File: src/rtl/red_pitaya_asg_slew.sv
// -----------------------------------------------------------------------------
// red_pitaya_asg_slew
//
// Output conditioning stage between one ASG channel and the DAC mux. It limits
// the per-cycle change of the DAC sample. It soft-starts from 0 when the
// channel is enabled and soft-stops back to 0 when it is disabled. This keeps
// full-scale steps out of the analog path, whether they come from a waveform
// wrap, a trigger restart or on/off switching.
//
// Optional feature macro:
//   ASG_SLEW_CNT_EN  - when defined, cnt_o counts the cycles in which the
//                      output update was clamped. The count saturates at
//                      all-ones and is cleared by cnt_clr_i. When the macro is
//                      undefined, cnt_o is tied to 0 and cnt_clr_i is ignored.
//
// Ports:
//   dac_clk_i    in   1      DAC clock, the only clock
//   dac_rstn_i   in   1      asynchronous active-low reset
//   dat_i        in   DW     signed sample from ASG channel, valid every cycle
//   set_en_i     in   1      1 = ramp up / track, 0 = ramp down and stay off
//   set_slew_i   in   DW-1   max |step| per cycle while tracking, 0 = bypass
//   set_ramp_i   in   DW-1   max |step| per cycle while ramping, 0 = one cycle
//   cnt_clr_i    in   1      synchronous clear of the limit counter
//   dac_o        out  DW     signed conditioned sample to DAC
//   limit_o      out  1      this cycle's dac_o update was clamped
//   state_o      out  2      0 OFF, 1 RAMP_UP, 2 TRACK, 3 RAMP_DN
//   done_o       out  1      one-cycle pulse on RAMP_DN -> OFF
//   cnt_o        out  CNT_W  clamped-cycle count
// -----------------------------------------------------------------------------
module red_pitaya_asg_slew #(
    parameter int unsigned DW    = 14,
    parameter int unsigned CNT_W = 32
) (
    input  logic                 dac_clk_i,
    input  logic                 dac_rstn_i,
    input  logic signed [DW-1:0] dat_i,
    input  logic                 set_en_i,
    input  logic        [DW-2:0] set_slew_i,
    input  logic        [DW-2:0] set_ramp_i,
    input  logic                 cnt_clr_i,
    output logic signed [DW-1:0] dac_o,
    output logic                 limit_o,
    output logic        [1:0]    state_o,
    output logic                 done_o,
    output logic     [CNT_W-1:0] cnt_o
);

    typedef enum logic [1:0] {
        StOff    = 2'd0,
        StRampUp = 2'd1,
        StTrack  = 2'd2,
        StRampDn = 2'd3
    } state_e;

    state_e               state_q, state_d;
    logic signed [DW-1:0] dat_r;
    logic signed [DW-1:0] dac_q, dac_d;
    logic                 limit_q, limit_d;
    logic                 done_q, done_d;

    // Update-rule operands, selected by the current (old) state.
    logic signed [DW-1:0] tgt;
    logic        [DW-2:0] step;
    logic        [DW:0]   step_x;
    logic signed [DW:0]   diff;
    logic        [DW:0]   diff_abs;
    logic        [DW:0]   sum;

    // -------------------------------------------------------------------------
    // Slew-limited update of dac toward tgt
    // -------------------------------------------------------------------------
    always_comb begin
        tgt = '0;
        step = '0;
        unique case (state_q)
            StOff: begin
                // Target 0 with an unlimited step keeps dac held at 0.
                tgt  = '0;
                step = '0;
            end
            StRampUp: begin
                tgt  = dat_r;
                step = set_ramp_i;
            end
            StTrack: begin
                tgt  = dat_r;
                step = set_slew_i;
            end
            StRampDn: begin
                tgt  = '0;
                step = set_ramp_i;
            end
        endcase

        // One extra bit so that full-scale differences cannot overflow.
        diff     = {tgt[DW-1], tgt} - {dac_q[DW-1], dac_q};
        diff_abs = diff[DW] ? $unsigned(-diff) : $unsigned(diff);
        step_x   = {2'b00, step};
        sum      = '0;

        if (step == '0 || diff_abs <= step_x) begin
            dac_d   = tgt;
            limit_d = 1'b0;
        end else begin
            // The result lies strictly between dac_q and tgt, so it fits in DW.
            if (diff[DW]) begin
                sum = {dac_q[DW-1], dac_q} - step_x;
            end else begin
                sum = {dac_q[DW-1], dac_q} + step_x;
            end
            dac_d   = sum[DW-1:0];
            limit_d = 1'b1;
        end
    end

    // -------------------------------------------------------------------------
    // FSM next state; the enable input takes priority over arrival checks
    // -------------------------------------------------------------------------
    always_comb begin
        state_d = state_q;
        done_d  = 1'b0;
        unique case (state_q)
            StOff: begin
                if (set_en_i) begin
                    state_d = StRampUp;
                end
            end
            StRampUp: begin
                if (!set_en_i) begin
                    state_d = StRampDn;
                end else if (!limit_d) begin
                    state_d = StTrack;
                end
            end
            StTrack: begin
                if (!set_en_i) begin
                    state_d = StRampDn;
                end
            end
            StRampDn: begin
                if (set_en_i) begin
                    state_d = StRampUp;
                end else if (dac_d == '0) begin
                    state_d = StOff;
                    done_d  = 1'b1;
                end
            end
        endcase
    end

    // -------------------------------------------------------------------------
    // State registers
    // -------------------------------------------------------------------------
    always_ff @(posedge dac_clk_i or negedge dac_rstn_i) begin
        if (!dac_rstn_i) begin
            state_q <= StOff;
            dat_r   <= '0;
            dac_q   <= '0;
            limit_q <= 1'b0;
            done_q  <= 1'b0;
        end else begin
            state_q <= state_d;
            dat_r   <= dat_i;
            dac_q   <= dac_d;
            limit_q <= limit_d;
            done_q  <= done_d;
        end
    end

    assign dac_o   = dac_q;
    assign limit_o = limit_q;
    assign state_o = state_q;
    assign done_o  = done_q;

    // -------------------------------------------------------------------------
    // Optional clamp-event counter
    // -------------------------------------------------------------------------
`ifdef ASG_SLEW_CNT_EN
    logic [CNT_W-1:0] cnt_q;

    // Counts on the same edge that registers limit_o; clear wins.
    always_ff @(posedge dac_clk_i or negedge dac_rstn_i) begin
        if (!dac_rstn_i) begin
            cnt_q <= '0;
        end else if (cnt_clr_i) begin
            cnt_q <= '0;
        end else if (limit_d && (cnt_q != '1)) begin
            cnt_q <= cnt_q + CNT_W'(1);
        end
    end

    assign cnt_o = cnt_q;
`else
    logic unused_cnt_clr;

    assign unused_cnt_clr = cnt_clr_i;
    assign cnt_o          = '0;
`endif

endmodule

File: config.mk
export PLATFORM = sky130hd
export DESIGN_NAME = red_pitaya_asg_slew
export DESIGN_NICKNAME = d
export VERILOG_FILES = /design/src/rtl/red_pitaya_asg_slew.sv
export SDC_FILE = /design/constraint.sdc
export NUM_CORES = 1
export LEC_CHECK = 0
export ABC_CLOCK_PERIOD_IN_PS = 5500
export CAP_MARGIN = 30
export CORE_UTILIZATION = 29
export DETAILED_ROUTE_END_ITERATION = 6
export SYNTH_ARGS = -nofsm -noshare
export SYNTH_HDL_FRONTEND = slang
export SYNTH_SLANG_ARGS = --single-unit
File: constraint.sdc
create_clock -name dac_clk_i -period 5.5 [get_ports dac_clk_i]
set_clock_uncertainty 0.05 [all_clocks]
set_input_delay 0.825 -clock dac_clk_i [delete_from_list [all_inputs] [get_ports dac_clk_i]]
set_output_delay 0.825 -clock dac_clk_i [all_outputs]
set_load 0.01 [all_outputs]
# --- After elaboration in Yosys (flattened, before gate mapping) ---
# Index checks and enable logic that the tools add are counted.
word_totals:
  ff_bits: 32
  input_bits: 44
  out_inout_bits: 50
  word_cells: 41
op_classes:
  n_addsub: 4
  order_cmp: 1
  eq_ne: 7
  muxes: 16
  reduce_logical: 8
ops:
  columns: ["operator", "n"]
  rows:
  - ["case mux 13 bit (3 select lines)", 1]
  - ["2-to-1 mux 14 bit", 2]
  - ["case mux 14 bit (2 select lines)", 1]
  - ["<= comparator 15 x 13 -> 1 bit", 1]
  - ["2-to-1 mux 15 bit", 1]
  - ["negation 15 bit", 1]
  - ["subtractor 14 x 14 -> 15 bit", 1]
  - ["adder 14 bit", 1]
  - ["logical NOT 14 bit", 1]
  - ["subtractor 14 bit", 1]
  - ["logical NOT 13 bit", 1]
  - ["2-to-1 mux 2 bit", 6]
  - ["case mux 2 bit (4 select lines)", 1]
  - ["inequality test 3 bit, second input constant", 2]
  - ["OR reduction 2 bit", 3]
  - ["== test 2 bit, second input constant", 2]
  - ["2-to-1 mux 1 bit", 4]
  - ["inequality test 2 bit, second input constant", 2]
  - ["AND reduction 4 bit", 1]
  - ["== test 2 x 1 -> 1 bit, second input constant", 1]
  - ["logical NOT 2 bit", 1]
  - ["logical OR 1 bit", 1]

# --- Longest topological paths before layout ---
depth:
  word_depth: 13
  mapped_depth: 26
  depth_no_buf: 25

# --- Worst setup path before layout ---
# OpenSTA, ideal clock, no wires.
synth_path:
  path_type: "reg2reg"
  from: "reg state_q[0] (netlist: state_o[0])"
  to: "reg state_q[1] (netlist: state_o[1])"
  setup_ns: 0.125
  arrival_time_ns: 5.524
  required_ns: 5.325
  path_slack_ns: -0.199
  path_stages_with_launch: 27
  n_path_buf: 3
  synth_period_minus_slack_ns: 5.699
  path_cell_list: "dfrtp_1 inv_1 ha_1 clkbuf_1 nand2_1 ha_1 inv_1 fa_1 a21o_1 a21oi_1 o211ai_1 o21a_1 clkbuf_1 clkbuf_1 nor2_1 a21oi_1 ha_1 nor2b_1 o31a_1 o311ai_0 nand3b_1 xnor2_1 nor4bb_1 o2111ai_1 o311ai_2 a21oi_2 mux2_4"
synth_between:
  word_cells_on_any_way: 26
  cone_classes: "add/sub (4); order compare (1); eq/ne (7); mux (6); reduce/logical (8)"
synth_rtl:
  columns: ["item", "line", "text"]
  rows:
  - ["start: declaration", "55", "state_e state_q, state_d;"]
  - ["start signal: assignment", "156", "state_q <= StOff;"]
  - ["start signal: assignment", "162", "state_q <= state_d;"]
  - ["== test 2 bit, or another cell as far along", "122", "unique case (state_q)"]
  - ["case mux 2 bit (4 select lines) *", "122", null]
  - ["net state_d[1]", "55", null]
# Mark *: on every way through the listed nets, which the timed path passes. The rest lies on a longest branch.
# A chain may end at the register's enable or synchronous reset.

# --- Worst setup path after layout ---
layout_path:
  from: "reg state_q[1] (netlist: state_o[1])"
  to: "reg state_q[1] (netlist: state_o[1])"
# Same word-level chain as after synthesis.

==> impl_summary.txt <==
----------------------------------------------------
[Status]
  Result of the run ... finished, final reports clean

[Synth]
  Yosys top cell area share ... 0.186
  Number of distinct library cells after synthesis ... 74
  Cell types occupying the most area after synthesis ... sky130_fd_sc_hd__dfrtp_1 (19%), sky130_fd_sc_hd__ha_1 (14%), sky130_fd_sc_hd__buf_4 (5.8%)
  Synthesized area ... 4300 um^2
  Number of synthesized flops with an enable pin ... 0
  Portion of the post-synthesis area used by sequential elements ... 0.186
  Post-synth top flop ... sky130_fd_sc_hd__dfrtp_1
  Syn avg cell area ... 8.23 um^2
  Cell taking the most area after synthesis ... sky130_fd_sc_hd__dfrtp_1
  Async S/R FF share, synth ... 1.00
  Cell count after synthesis ... 522
  Number of storage elements in the synthesis netlist ... 32
  Total of warnings raised by yosys ... 0

[Timing]
  Final setup margin ... 61.6 ps
  Number of failing hold endpoints at the final stage ... 0
  Slew at the pin closest to its max-slew limit ... 784 ps
  Unrepaired setup endpoints after global routing ... yes
  Final count of negative-setup-slack endpoints ... 0
  Min cycle time layout ... 5440 ps
  Headroom to the max-slew limit ... 0.469
  Final period utilization ... 0.989
  Final slew viol count ... 0
  Highest clock rate ... 184 MHz

[Setup path]
  Critical Setup Path Class ... reg2reg
  Critical path required time ... 5610 ps
  Largest stage delay on the critical path ... 390 ps
  Flop2flop setup slack ... 60 ps
  Worst r2r src ... state_o[1]$_DFFE_PN0P_
  Type of destination of the critical path ... register
  Crit path max fanout ... 5
  Master of the slowest instance on the critical path ... sky130_fd_sc_hd__fa_2
  Kind of launch point of the worst setup path ... register
  Worst reg2reg path endpoint ... state_o[1]$_DFFE_PN0P_
  Signal arrival time at the worst endpoint ... 5550 ps
  Worst reg-to-reg path cell count ... 25

[Drt]
  Wire per inst ... 15.7 um
  DR pass1 iterations ... 4
  Remaining antenna violation count ... 0
  Number of remaining DRC errors ... 0
  Total number of vias ... 4403
  Number of DRC violations after detailed-routing iteration 0 ... 226
  Drt total wl ... 13600 um
  Mean number of vias per cell ... 5.08

[Clocking]
  Clk pin slew, worst setup/hold paths ... 50 ps
  Number of sinks driven by the clock tree ... 32
  Cell chosen for the clock root ... sky130_fd_sc_hd__clkbuf_16
  H-tree levels ... 2
  Total of hold buffers inserted after clock tree synthesis ... 0
  Clock Tree Buf Depth ... 2
  Number of buffers added by the clock tree synthesis step ... 5
  Worst-skew pair later-pin latency ... 280 ps
  CTS tree ... done

[Hold path]
  Instance count along the most critical hold path ... 3
  Min-Delay Startpoint ... dat_r[5]$_DFF_PN0_
  Endpoint of the worst hold path ... dac_o[5]$_DFF_PN0_
  Classification of the worst-slack hold path ... reg2reg

[Die]
  Rows ... 44
  Width of the die ... 124 um
  Die boundary height ... 124 um
  DIE AREA ... 15300 um^2
  Initial standard-cell utilization of the core ... 0.297
  Count of boundary I/O pins ... 94
  CORE AREA ... 14500 um^2

[Finish]
  Final non-filler cell total ... 867
  Final net count ... 776
  Fraction of final layout cells sized beyond drive strength 1 ... 0.305
  Finished Core Util ... 0.448
  Post-synthesis to final-layout area growth ... 51.2%
  Diodes inserted ... 0

[Global route]
  Maximum number of pins on one net before global-route repair ... 33
  Number of antenna violations at the first check in global routing ... 0
  Combined global-route utilization of all metal layers ... 0.173
  Wire length of the first global-routing pass ... 20600 um
  Via count of the first global-routing pass ... 4221
  Total congestion overflow after global routing ... 0

[Run]
  Maxcap violations ... 0

[Place]
  GPL Wtd Cong ... 0.882
  Pre-CTS worst setup slack ... -264 ps
  Placed cell count ... 843
  Input/output buffers ... 60
  Half-perimeter wire length after detailed placement ... 10700 um

----------------------------------------------------
-- cells in the final DEF (no fill, tap or decap), drive strengths merged, types with 3 or more instances in the layout --
| cell type | count |
|---|---|
| o311ai | 3 |
| a31oi | 5 |
| buf | 109 |
| nand3 | 7 |
| a41oi | 5 |
| or3 | 3 |
| and2 | 16 |
| o21ai | 38 |
| nor2 | 26 |
| o31ai | 10 |
| nand2 | 32 |
| clkbuf | 7 |
| nor3b | 4 |
| a21oi | 39 |
| or2 | 6 |
| nand3b | 3 |
| clkdlybuf4s50 | 60 |
| dfrtp | 32 |
| o21a | 14 |
| nor4 | 3 |
| mux2i | 5 |
| a21o | 12 |
| a2111oi | 4 |
| xnor2 | 26 |
| o2111ai | 4 |
| nor2b | 7 |
| nand2b | 3 |
| o211ai | 9 |
| inv | 43 |
| xor2 | 11 |
| nand4 | 5 |
| nor3 | 8 |
| ha | 48 |
| a211oi | 6 |
| mux2 | 5 |
| conb | 32 |
-- synth_stat cells (5+ instances only) --
library cell,count
sky130_fd_sc_hd__a211oi_1,6
sky130_fd_sc_hd__a21o_1,12
sky130_fd_sc_hd__a21oi_1,37
sky130_fd_sc_hd__a31oi_1,5
sky130_fd_sc_hd__and2_1,16
sky130_fd_sc_hd__buf_4,33
sky130_fd_sc_hd__clkbuf_1,11
sky130_fd_sc_hd__dfrtp_1,32
sky130_fd_sc_hd__ha_1,48
sky130_fd_sc_hd__inv_1,43
sky130_fd_sc_hd__mux2i_1,5
sky130_fd_sc_hd__nand2_1,32
sky130_fd_sc_hd__nand3_1,6
sky130_fd_sc_hd__nor2_1,25
sky130_fd_sc_hd__nor2b_1,7
sky130_fd_sc_hd__nor3_1,8
sky130_fd_sc_hd__o211ai_1,9
sky130_fd_sc_hd__o21a_1,13
sky130_fd_sc_hd__o21ai_0,36
sky130_fd_sc_hd__o31ai_1,9
sky130_fd_sc_hd__or2_2,6
sky130_fd_sc_hd__xnor2_1,26
sky130_fd_sc_hd__xor2_1,11
-- metrics by stage --
stage | hold slack (ps) | cell area, um^2 | setup TNS [ps]
3_3_place_gp | 563 | 5640 | -488
5_1_grt | 648 | 6490 | -591
2_1_floorplan | 473 | 4420 | 0
4_1_cts | 588 | 5990 | 0
3_5_place_dp | 573 | 5640 | -1670
6_report | 608 | 6490 | 0
-- cells by family after synthesis --
family,synth area share
flip-flops,0.186
XOR/XNOR,0.0754
multiplexers,0.0256
adder cells (fa/ha/maj),0.149
AO/OA/AOI/OAI,0.283
other,0.000873
AND/OR/NAND/NOR,0.168
buffers and inverters,0.111
-- layout make-up --
class	instances	area, um^2
clock inverters	1	30.0
multi-input cells	431	3680
well taps	184	230
inverters	43	161
flip-flops and latches	32	801
clock buffers	7	153
fillers	1385	7990
repair buffers	169	1440
-- worst max-delay path by stage --
stage                                       from                endpoint  slack, ps  cells after the start
after floorplan           state_o[0]$_DFFE_PN0P_  state_o[1]$_DFFE_PN0P_          3                     26
after global placement    state_o[0]$_DFFE_PN0P_  state_o[1]$_DFFE_PN0P_       -220                     22
after detailed placement  state_o[0]$_DFFE_PN0P_  state_o[1]$_DFFE_PN0P_       -260                     22
after CTS                 state_o[0]$_DFFE_PN0P_  state_o[1]$_DFFE_PN0P_         10                     24
after global routing      state_o[1]$_DFFE_PN0P_  state_o[1]$_DFFE_PN0P_       -160                     25
final                     state_o[1]$_DFFE_PN0P_  state_o[1]$_DFFE_PN0P_         60                     25
-- critical path: cells and delay by family, from the launching register on --
family                   cells  cell delay [ps]
flip-flops                   1              380
AND/OR/NAND/NOR              4              650
multiplexers                 1              300
adder cells (fa/ha/maj)      4             1130
buffers and inverters        4              450
AO/OA/AOI/OAI               12             2340
-- state kept, by name, summed over array words and instances, names as in the netlist --
register,count
dac_o,14
dat_r,14
state_o,2
done_o,1
limit_o,1
-- metal layers --
metal,vias to the layer above,part of all wire,GRT usage
li1,2156,-,-
met1,2084,0.44,0.227
met2,143,0.50,0.298
met3,20,0.043,0.0165
met4,0,0.016,0.0482
met5,-,0,0
-- timing repair --
item	in CTS	in global routing
setup buffers	4	12
resized for setup	24	76
setup endpoints to repair	12	18
endpoints found under the hold margin	0	0
pin swaps	11	51
Power is not shown: default switching activity piles up to over one toggle a cycle in this logic, so the estimate is an artifact.
